## config.mk

```make
export PLATFORM = sky130hd
export DESIGN_NAME = mux_demux_rr_scheduler
export DESIGN_NICKNAME = d
export VERILOG_FILES = /design/src/rtl/mux_demux_rr_scheduler.sv
export SDC_FILE = /design/constraint.sdc
export NUM_CORES = 1
export LEC_CHECK = 0
export CAP_MARGIN = 20
export CORE_MARGIN = 4
export CORE_UTILIZATION = 40
export CTS_BUF_LIST = sky130_fd_sc_hd__clkbuf_8
export DETAILED_ROUTE_END_ITERATION = 10
export PLACE_DENSITY = 0.84
export SLEW_MARGIN = 30
export SYNTH_ARGS = -nofsm -noshare
export SYNTH_HDL_FRONTEND = slang
export SYNTH_SLANG_ARGS = --single-unit
```

## constraint.sdc

```tcl
create_clock -name clk -period 2.35 [get_ports clk]
set_input_delay 0.3525 -clock clk [delete_from_list [all_inputs] [get_ports clk]]
set_output_delay 0.3525 -clock clk [all_outputs]
set_load 0.01 [all_outputs]
```

## src/rtl/mux_demux_rr_scheduler.sv

```systemverilog
// Round-robin scheduler for a shared 4:1 mux -> 1:4 demux channel with bounded bursts.
// One source lane owns the channel per burst; each beat is registered toward its own destination.
module mux_demux_rr_scheduler #(
   parameter int unsigned WIDTH     = 16,
   parameter int unsigned MAX_BURST = 4
) (
   input  logic               clk,
   input  logic               rst,
   input  logic [3:0]         src_valid,
   output logic [3:0]         src_ready,
   input  logic [4*WIDTH-1:0] src_data,
   input  logic [7:0]         src_dest,
   input  logic [3:0]         src_last,
   output logic [1:0]         mux_sel,
   output logic [1:0]         demux_sel,
   output logic [3:0]         dst_valid,
   input  logic [3:0]         dst_ready,
   output logic [WIDTH-1:0]   dst_data,
   output logic               busy
);

   localparam int unsigned CntW = 5;
   localparam logic [CntW-1:0] CntLast = CntW'(MAX_BURST - 1);

   typedef enum logic [0:0] {StIdle, StBurst} state_e;

   state_e            state_q, state_d;
   logic [1:0]        owner_q, owner_d;
   logic [1:0]        rr_ptr_q, rr_ptr_d;
   logic [CntW-1:0]   beat_cnt_q, beat_cnt_d;
   logic              out_valid_q, out_valid_d;
   logic [1:0]        demux_sel_q, demux_sel_d;
   logic [WIDTH-1:0]  dst_data_q, dst_data_d;

   logic              can_load;
   logic              consume;
   logic              xfer;
   logic              own_valid;
   logic              own_last;
   logic [WIDTH-1:0]  own_data;
   logic [1:0]        own_dest;
   logic [1:0]        winner;
   logic              found;
   logic [1:0]        scan_idx;

   // Shared mux: the owner's lane fields.
   always_comb begin
      own_valid = 1'b0;
      own_last  = 1'b0;
      own_data  = '0;
      own_dest  = '0;
      for (int i = 0; i < 4; i++) begin
         if (owner_q == 2'(i)) begin
            own_valid = src_valid[i];
            own_last  = src_last[i];
            own_data  = src_data[i*WIDTH +: WIDTH];
            own_dest  = src_dest[2*i +: 2];
         end
      end
   end

   // First valid lane scanning from rr_ptr upward, wrapping.
   always_comb begin
      winner   = rr_ptr_q;
      found    = 1'b0;
      scan_idx = rr_ptr_q;
      for (int k = 0; k < 4; k++) begin
         scan_idx = rr_ptr_q + 2'(k);
         if (!found && src_valid[scan_idx]) begin
            winner = scan_idx;
            found  = 1'b1;
         end
      end
   end

   always_comb begin
      can_load = !out_valid_q || dst_ready[demux_sel_q];
      consume  = out_valid_q && dst_ready[demux_sel_q];
      xfer     = (state_q == StBurst) && own_valid && can_load;

      src_ready = '0;
      if (state_q == StBurst) begin
         src_ready[owner_q] = can_load;
      end
   end

   always_comb begin
      state_d     = state_q;
      owner_d     = owner_q;
      rr_ptr_d    = rr_ptr_q;
      beat_cnt_d  = beat_cnt_q;
      out_valid_d = out_valid_q && !consume;
      demux_sel_d = demux_sel_q;
      dst_data_d  = dst_data_q;

      case (state_q)
         StIdle: begin
            if (|src_valid) begin
               owner_d    = winner;
               beat_cnt_d = '0;
               state_d    = StBurst;
            end
         end
         StBurst: begin
            if (xfer) begin
               dst_data_d  = own_data;
               demux_sel_d = own_dest;
               out_valid_d = 1'b1;
               beat_cnt_d  = beat_cnt_q + 1'b1;
               if (own_last || beat_cnt_q == CntLast) begin
                  rr_ptr_d = owner_q + 2'd1;
                  state_d  = StIdle;
               end
            end else if (!own_valid) begin
               // Owner went idle: release without a transfer.
               rr_ptr_d = owner_q + 2'd1;
               state_d  = StIdle;
            end
         end
         default: state_d = StIdle;
      endcase
   end

   always_ff @(posedge clk or negedge rst) begin
      if (!rst) begin
         state_q     <= StIdle;
         owner_q     <= '0;
         rr_ptr_q    <= '0;
         beat_cnt_q  <= '0;
         out_valid_q <= 1'b0;
         demux_sel_q <= '0;
         dst_data_q  <= '0;
      end else begin
         state_q     <= state_d;
         owner_q     <= owner_d;
         rr_ptr_q    <= rr_ptr_d;
         beat_cnt_q  <= beat_cnt_d;
         out_valid_q <= out_valid_d;
         demux_sel_q <= demux_sel_d;
         dst_data_q  <= dst_data_d;
      end
   end

   assign mux_sel   = owner_q;
   assign demux_sel = demux_sel_q;
   assign dst_data  = dst_data_q;
   assign dst_valid = {3'b000, out_valid_q} << demux_sel_q;
   assign busy      = (state_q == StBurst) || out_valid_q;

   a_ready_onehot0 : assert property (@(posedge clk) disable iff (!rst) $onehot0(src_ready));
   a_valid_onehot0 : assert property (@(posedge clk) disable iff (!rst) $onehot0(dst_valid));

endmodule

```

==> reports/metrics.yaml, run 1 <==
run_status:
  status: "complete, no violations"
synthesis:
  synth.top_cell.area_share: 0.362
  synth.distinct_cells: 37
  synth_edf_count: 0
  synth-async-reset-ratio: 1.00
  ys_seq_area_frac: 0.362
  ys.flop_type: "dfrtp_1"
  synth_area_leaders: "dfrtp_1, a21oi_1, a22oi_1, nand2_1, o21ai_0"
  synth_nets: 351
  synth-seq-cells: 29
  netlist_instances: 260
  yosys_warnings: 0
  netlist_area_mm2: 0.00201
  synth_area_leader_cell: "dfrtp_1"
  syn_avg_cell_area_um2: 7.71
clocking:
  htreeDepth: 2
  root_buffer: "clkbuf_8"
  cts.clk_slew.worst_paths_ps: 60
  tritoncts: "built"
  cts_buffer_depth: 2
  insertion_delay_ps: 280
  cts_buffers: 5
  clock-sinks: 29
  cts_hold_buffers: 0
finish:
  final-instance-count-excl-fill: 441
  n_antenna_cell: 0
  final_area_mm2: 0.00334
  mostFrequentLayoutCells: "clkdlybuf4s50_1, a21oi_1, dfrtp_1, nand2_1, nor2_1"
  final_core_util: 0.698
  layout_commonest_cell: "clkdlybuf4s50_1"
  final_nets: 465
  drive_gt1_frac: 0.0909
  area_growth_pct: 66.4
die:
  io_pins: 115
  start_util: 0.419
  fp-row-count: 25
  die_h_um: 78.8
  fp.dieW_um: 78.8
  die_area_mm2: 0.00621
  core_region_area_mm2: 0.00479
worst_hold_path:
  hold_class: "in -> async"
placement:
  place_area_mm2: 0.00323
  gp_congestion: 0.854
  dp_hpwl_um: 5030
  dp_slack_ps: 56.3
  place_inst: 433
  port_buffers: 114
pwr:
  pwr_density_cell_mw_per_mm2: 1200
  p_leak_nw: 1.46
  irDropWorstVdd_mv: 0.700
  finalPower_mw: 4.00
worst_setup_path:
  path_max_fanout: 7
  cp-start-kind: "flop"
  r2r_end: "dst_data[6]"
  rr_startpoint: "mux_sel[0]"
  critPathArrivalTime_ps: 1940
  endpoint_kind: "output pin"
  path_class: "reg -> out"
  rrSetupSlack_ps: 190
  cp.required_ps: 2000
  rr_worst_depth: 8
global_routing:
  grt_overflow_total: 0
  grt_pass1_vias: 2277
  grt_usage: 0.214
  grt_pass1_wl_um: 10600
  grt_max_degree: 30
  grt_antenna_before_repair: 0
detailed_routing:
  wl_per_cell_um: 14.8
  drc_errors: 0
  avgViaCountPerCell: 5.21
  drt-initial-drc-count: 133
  num_vias: 2299
  totalWireLength_um: 6520
  final_antenna_net_count: 0
  dr.pass1.iters: 4
timing:
  hold_viol_final: 0
  slew_viol_final: 0
  finalClockSkew_ps: 4.43
  maxSlewHeadroom: 0.759
  finalCriticalPeriod_ps: 2290
  fin_crit_sh: 0.975
  setup_violations: 0
  setup_slack_ps: 58.4
  worst_pin_slew_ps: 362
  fmax_mhz: 436
run:
  drv_cap: 0
## critical path, cell delays in order (launching register included)
cell and delay [ps]:
dfrtp_2 440, mux2_4 310, o22a_4 250, and3_1 180, clkdlybuf4s50_1 480
## state kept, by name, summed over array words and instances (netlist names)
name / count
state_q: 1
out_valid_q: 1
dst_data: 16
demux_sel: 2
rr_ptr_q: 2
mux_sel: 2
beat_cnt_q: 5
## timing repair
action	CTS	global route
gates resized for setup	2	5
endpoints found under the hold margin	0	0
setup buffers	0	1
setup endpoints to repair	4	9
## cell usage after synthesis, drive strengths merged (2+ instances only)
library cell	count
a21oi	53
buf	10
nor2	24
a211oi	2
ha	5
nor3	4
a221o	2
o21ai	19
nor2b	6
a22oi	14
mux2	4
mux2i	4
nand3b	2
a221oi	4
inv	22
nand2	27
clkbuf	11
dfrtp	29
and3	5
## worst max-delay path by stage
| stage | from | to | slack, ps |
|---|---|---|---|
| after floorplan | mux_sel[1] | beat_cnt_q[4] | 380 |
| after global placement | dst_ready[2] | src_ready[3] | 60 |
| after detailed placement | dst_ready[2] | src_ready[3] | 60 |
| after CTS | demux_sel[0] | src_ready[3] | 2 |
| after global routing | mux_sel[0] | dst_data[4] | -0.8 |
| final | demux_sel[0] | src_ready[2] | 60 |
## layout make-up
class                   count  area, um2
well taps                  67       83.8
flip-flops and latches     29        727
repair buffers            128       1250
inverters                  22       82.6
fillers                   379       1450
multi-input cells         188       1110
clock inverters             1       3.75
clock buffers               6       82.6
## layer usage
| layer | global-route usage | part of all wire | vias up |
|---|---|---|---|
| met1 | 0.257 | 0.41 | 1067 |
| li1 | - | - | 1134 |
| met2 | 0.366 | 0.50 | 85 |
| met4 | 0.0962 | 0.020 | 0 |
| met5 | 0 | 0 | - |
| met3 | 0.0476 | 0.070 | 13 |
## cell families (layout without fill, tap and decap cells)
logic type | Yosys count | count (layout) | share of synthesized area
AO/OA/AOI/OAI | 101 | 101 | 0.301
adder cells (fa/ha/maj) | 5 | 5 | 0.0312
multiplexers | 8 | 8 | 0.0443
buffers and inverters | 43 | 157 | 0.0911
flip-flops | 29 | 29 | 0.362
AND/OR/NAND/NOR | 74 | 74 | 0.170
## stage by stage
stage               setup TNS [ps]  hold WS (ps)
finish                           0           457
global route                -0.798           504
CTS                              0           467
detailed placement               0           487
global placement                 0           468
floorplan                        0          56.9
## report_power, final
part	total [mW]	internal (mW)	leakage [nW]	switching, mW
clock	0.404	0.227	0.0485	0.177
sequential	0.939	0.747	0.342	0.192
combinational	2.65	1.32	1.06	1.34
(Power assumes the default switching activity.)
==> run 2: changes to the inputs <==
CORE_MARGIN = 2   (was 4)
==> reports/metrics.yaml, run 2 (synthesized netlist as in run 1, its figures left out) <==
finish:
  multi_input_area_mm2: 0.00112  # was 0.00111 mm2
  final_core_util: 0.709  # was 0.698
  mostFrequentLayoutCells: "clkdlybuf4s50_1, a21oi_1, nand2_1, dfrtp_1, nor2_1"  # was clkdlybuf4s50_1, a21oi_1, dfrtp_1, nand2_1, nor2_1
  n_antenna_cell: 0  # unchanged
  register_area_um2: 728  # was 727 um2
  drive_gt1_frac: 0.0957  # was 0.0909
  final_nets: 466  # was 465
  layout_commonest_cell: "clkdlybuf4s50_1"  # unchanged
  area_growth_pct: 69.2  # was 66.4%
  largest_reg_flops: 16  # unchanged
  num-fill-cells: 384  # was 379
  final_area_mm2: 0.00339  # was 0.00334 mm2
detailed_routing:
  final_antenna_net_count: 0  # unchanged
  dr.pass1.iters: 6  # was 4
  num_vias: 2325  # was 2299
  wl_per_cell_um: 14.6  # was 14.8 um
  drt-initial-drc-count: 206  # was 133
  totalWireLength_um: 6470  # was 6520 um
  avgViaCountPerCell: 5.25  # was 5.21
  drc_errors: 0  # unchanged
worst_setup_path:
  rr_startpoint: "mux_sel[0]"  # unchanged
  cp.required_ps: 2510  # was 2000 ps
  critPathArrivalTime_ps: 2400  # was 1940 ps
  r2r_end: "rr_ptr_q[0]"  # was dst_data[6]
  path_max_fanout: 8  # was 7
  critPathLaunch: "mux_sel[0]"  # was demux_sel[0]
  cp-start-kind: "flop"  # unchanged
  rrSetupSlack_ps: 110  # was 190 ps
  endpoint_kind: "flop"  # was output pin
  endpoint: "rr_ptr_q[0]"  # was src_ready[2]
  path_class: "reg -> reg"  # was reg -> out
  rr_worst_depth: 8  # unchanged
pwr:
  irDropWorstVdd_mv: 0.712  # was 0.700 mV
  pwr_density_cell_mw_per_mm2: 1230  # was 1200 mW/mm2
  p_leak_nw: 1.51  # was 1.46 nW
die:
  io_pins: 115  # unchanged
  fp-row-count: 25  # unchanged
  die_area_mm2: 0.00560  # was 0.00621 mm2
  die_h_um: 74.8  # was 78.8 um
  core_region_area_mm2: 0.00479  # unchanged
  fp.dieW_um: 74.8  # was 78.8 um
  start_util: 0.419  # unchanged
global_routing:
  grt_antenna_before_repair: 0  # unchanged
  grt_overflow_total: 0  # unchanged
  grt_usage: 0.233  # was 0.214
  grt_max_degree: 30  # unchanged
  grt_pass1_wl_um: 9950  # was 10600 um
  grt_pass1_vias: 2174  # was 2277
clocking:
  cts_hold_buffers: 0  # unchanged
  cts.clk_slew.worst_paths_ps: 60  # about the same
  root_buffer: "clkbuf_8"  # unchanged
  cts_buffer_depth: 2  # unchanged
  htreeDepth: 2  # unchanged
  tritoncts: "built"  # unchanged
  cts_buffers: 5  # unchanged
  post-cts-setup-buffers: 0  # unchanged
  insertion_delay_ps: 280  # about the same
  clock-sinks: 29  # unchanged
timing:
  rsz0062_at_grt: "no"
  slew_viol_final: 0  # unchanged
  setup_slack_ps: 114  # was 58.4 ps
  maxSlewHeadroom: 0.745  # was 0.759
  finalClockSkew_ps: 5.59  # was 4.43 ps
  setup_violations: 0  # unchanged
  fmax_mhz: 447  # was 436 MHz
  fin_crit_sh: 0.951  # was 0.975
  finalCriticalPeriod_ps: 2240  # was 2290 ps
  tns_ps: 0  # unchanged
  worst_pin_slew_ps: 382  # was 362 ps
  hold_viol_final: 0  # unchanged
placement:
  gp_congestion: 0.883  # was 0.854
  port_buffers: 114  # unchanged
  dp_slack_ps: 33.3  # was 56.3 ps
  place_area_mm2: 0.00324  # was 0.00323 mm2
  dp_hpwl_um: 4850  # was 5030 um
worst_hold_path:
  hold_class: "in -> async"  # unchanged
run_status:
  status: "complete, no violations"  # unchanged
run:
  drv_cap: 0  # unchanged
==> run 2: changes by cell type in the layout (fill, tap and decap cells not counted), sizes merged <==
cell / change
clkdlybuf4s50: -2
bufinv: +1
buf: +1
dlymetal6s2s: +2
==> run 2: worst min-delay path by stage <==
stage | endpoint | startpoint | slack [ps]
6_report | dst_data[15] | rst | 450
2_1_floorplan | beat_cnt_q[0] | rst | 60
3_5_place_dp | beat_cnt_q[4] | beat_cnt_q[4] | 510
5_1_grt | dst_data[15] | rst | 510
4_1_cts | dst_data[13] | rst | 470
3_3_place_gp | beat_cnt_q[4] | beat_cnt_q[4] | 460
==> run 2: metrics by stage <==
step	hold slack, ps	power, mW	std cells
after global placement	463	3.49	435
after floorplan	56.9	2.53	260
final	448	4.16	443
after global routing	512	4.49	443
after detailed placement	514	3.57	435
after CTS	469	4.14	443
==> run 2: cell type report <==
class,instances,area share
repair buffers,129,0.373
multi-input cells,188,0.329
flip-flops and latches,29,0.215
well taps,67,0.0247
clock buffers,6,0.0243
inverters,22,0.0243
clock inverters,2,0.00995
==> run 2: worst max-delay path: stages (launching register included) <==
cell,delay (ps)
dfrtp_2,450
inv_1,120
ha_1,350
buf_4,220
a21oi_1,50
a221o_1,320
a21boi_1,170
o21ai_1,130
mux2_2,300
==> run 2: report_power, final <==
group          internal (mW)  leakage, nW  switching, mW  total (mW)
Clock                  0.341       0.0626          0.193       0.533
Combinational           1.34         1.11           1.34        2.68
Sequential             0.748        0.341          0.200       0.948
==> run 2: what timing repair did <==
| action | CTS | global route |
|---|---|---|
| setup endpoints to repair | 2 | 6 |
| gates resized for setup | 3 | 8 |
| pin swaps | 0 | 0 |
==> run 2: metal layers <==
| layer | track usage | wire length (um) |
|---|---|---|
| met5 | 0 | 0 |
| met4 | 0.0833 | 130 |
| met3 | 0.0442 | 415 |
| met2 | 0.411 | 3150 |
| met1 | 0.283 | 2780 |
==> run 3: changes to the inputs <==
SLEW_MARGIN = 25   (was 30)
==> results of run 3 <==
Same layout as run 2: the final DEF is identical, and so are final timing and power.
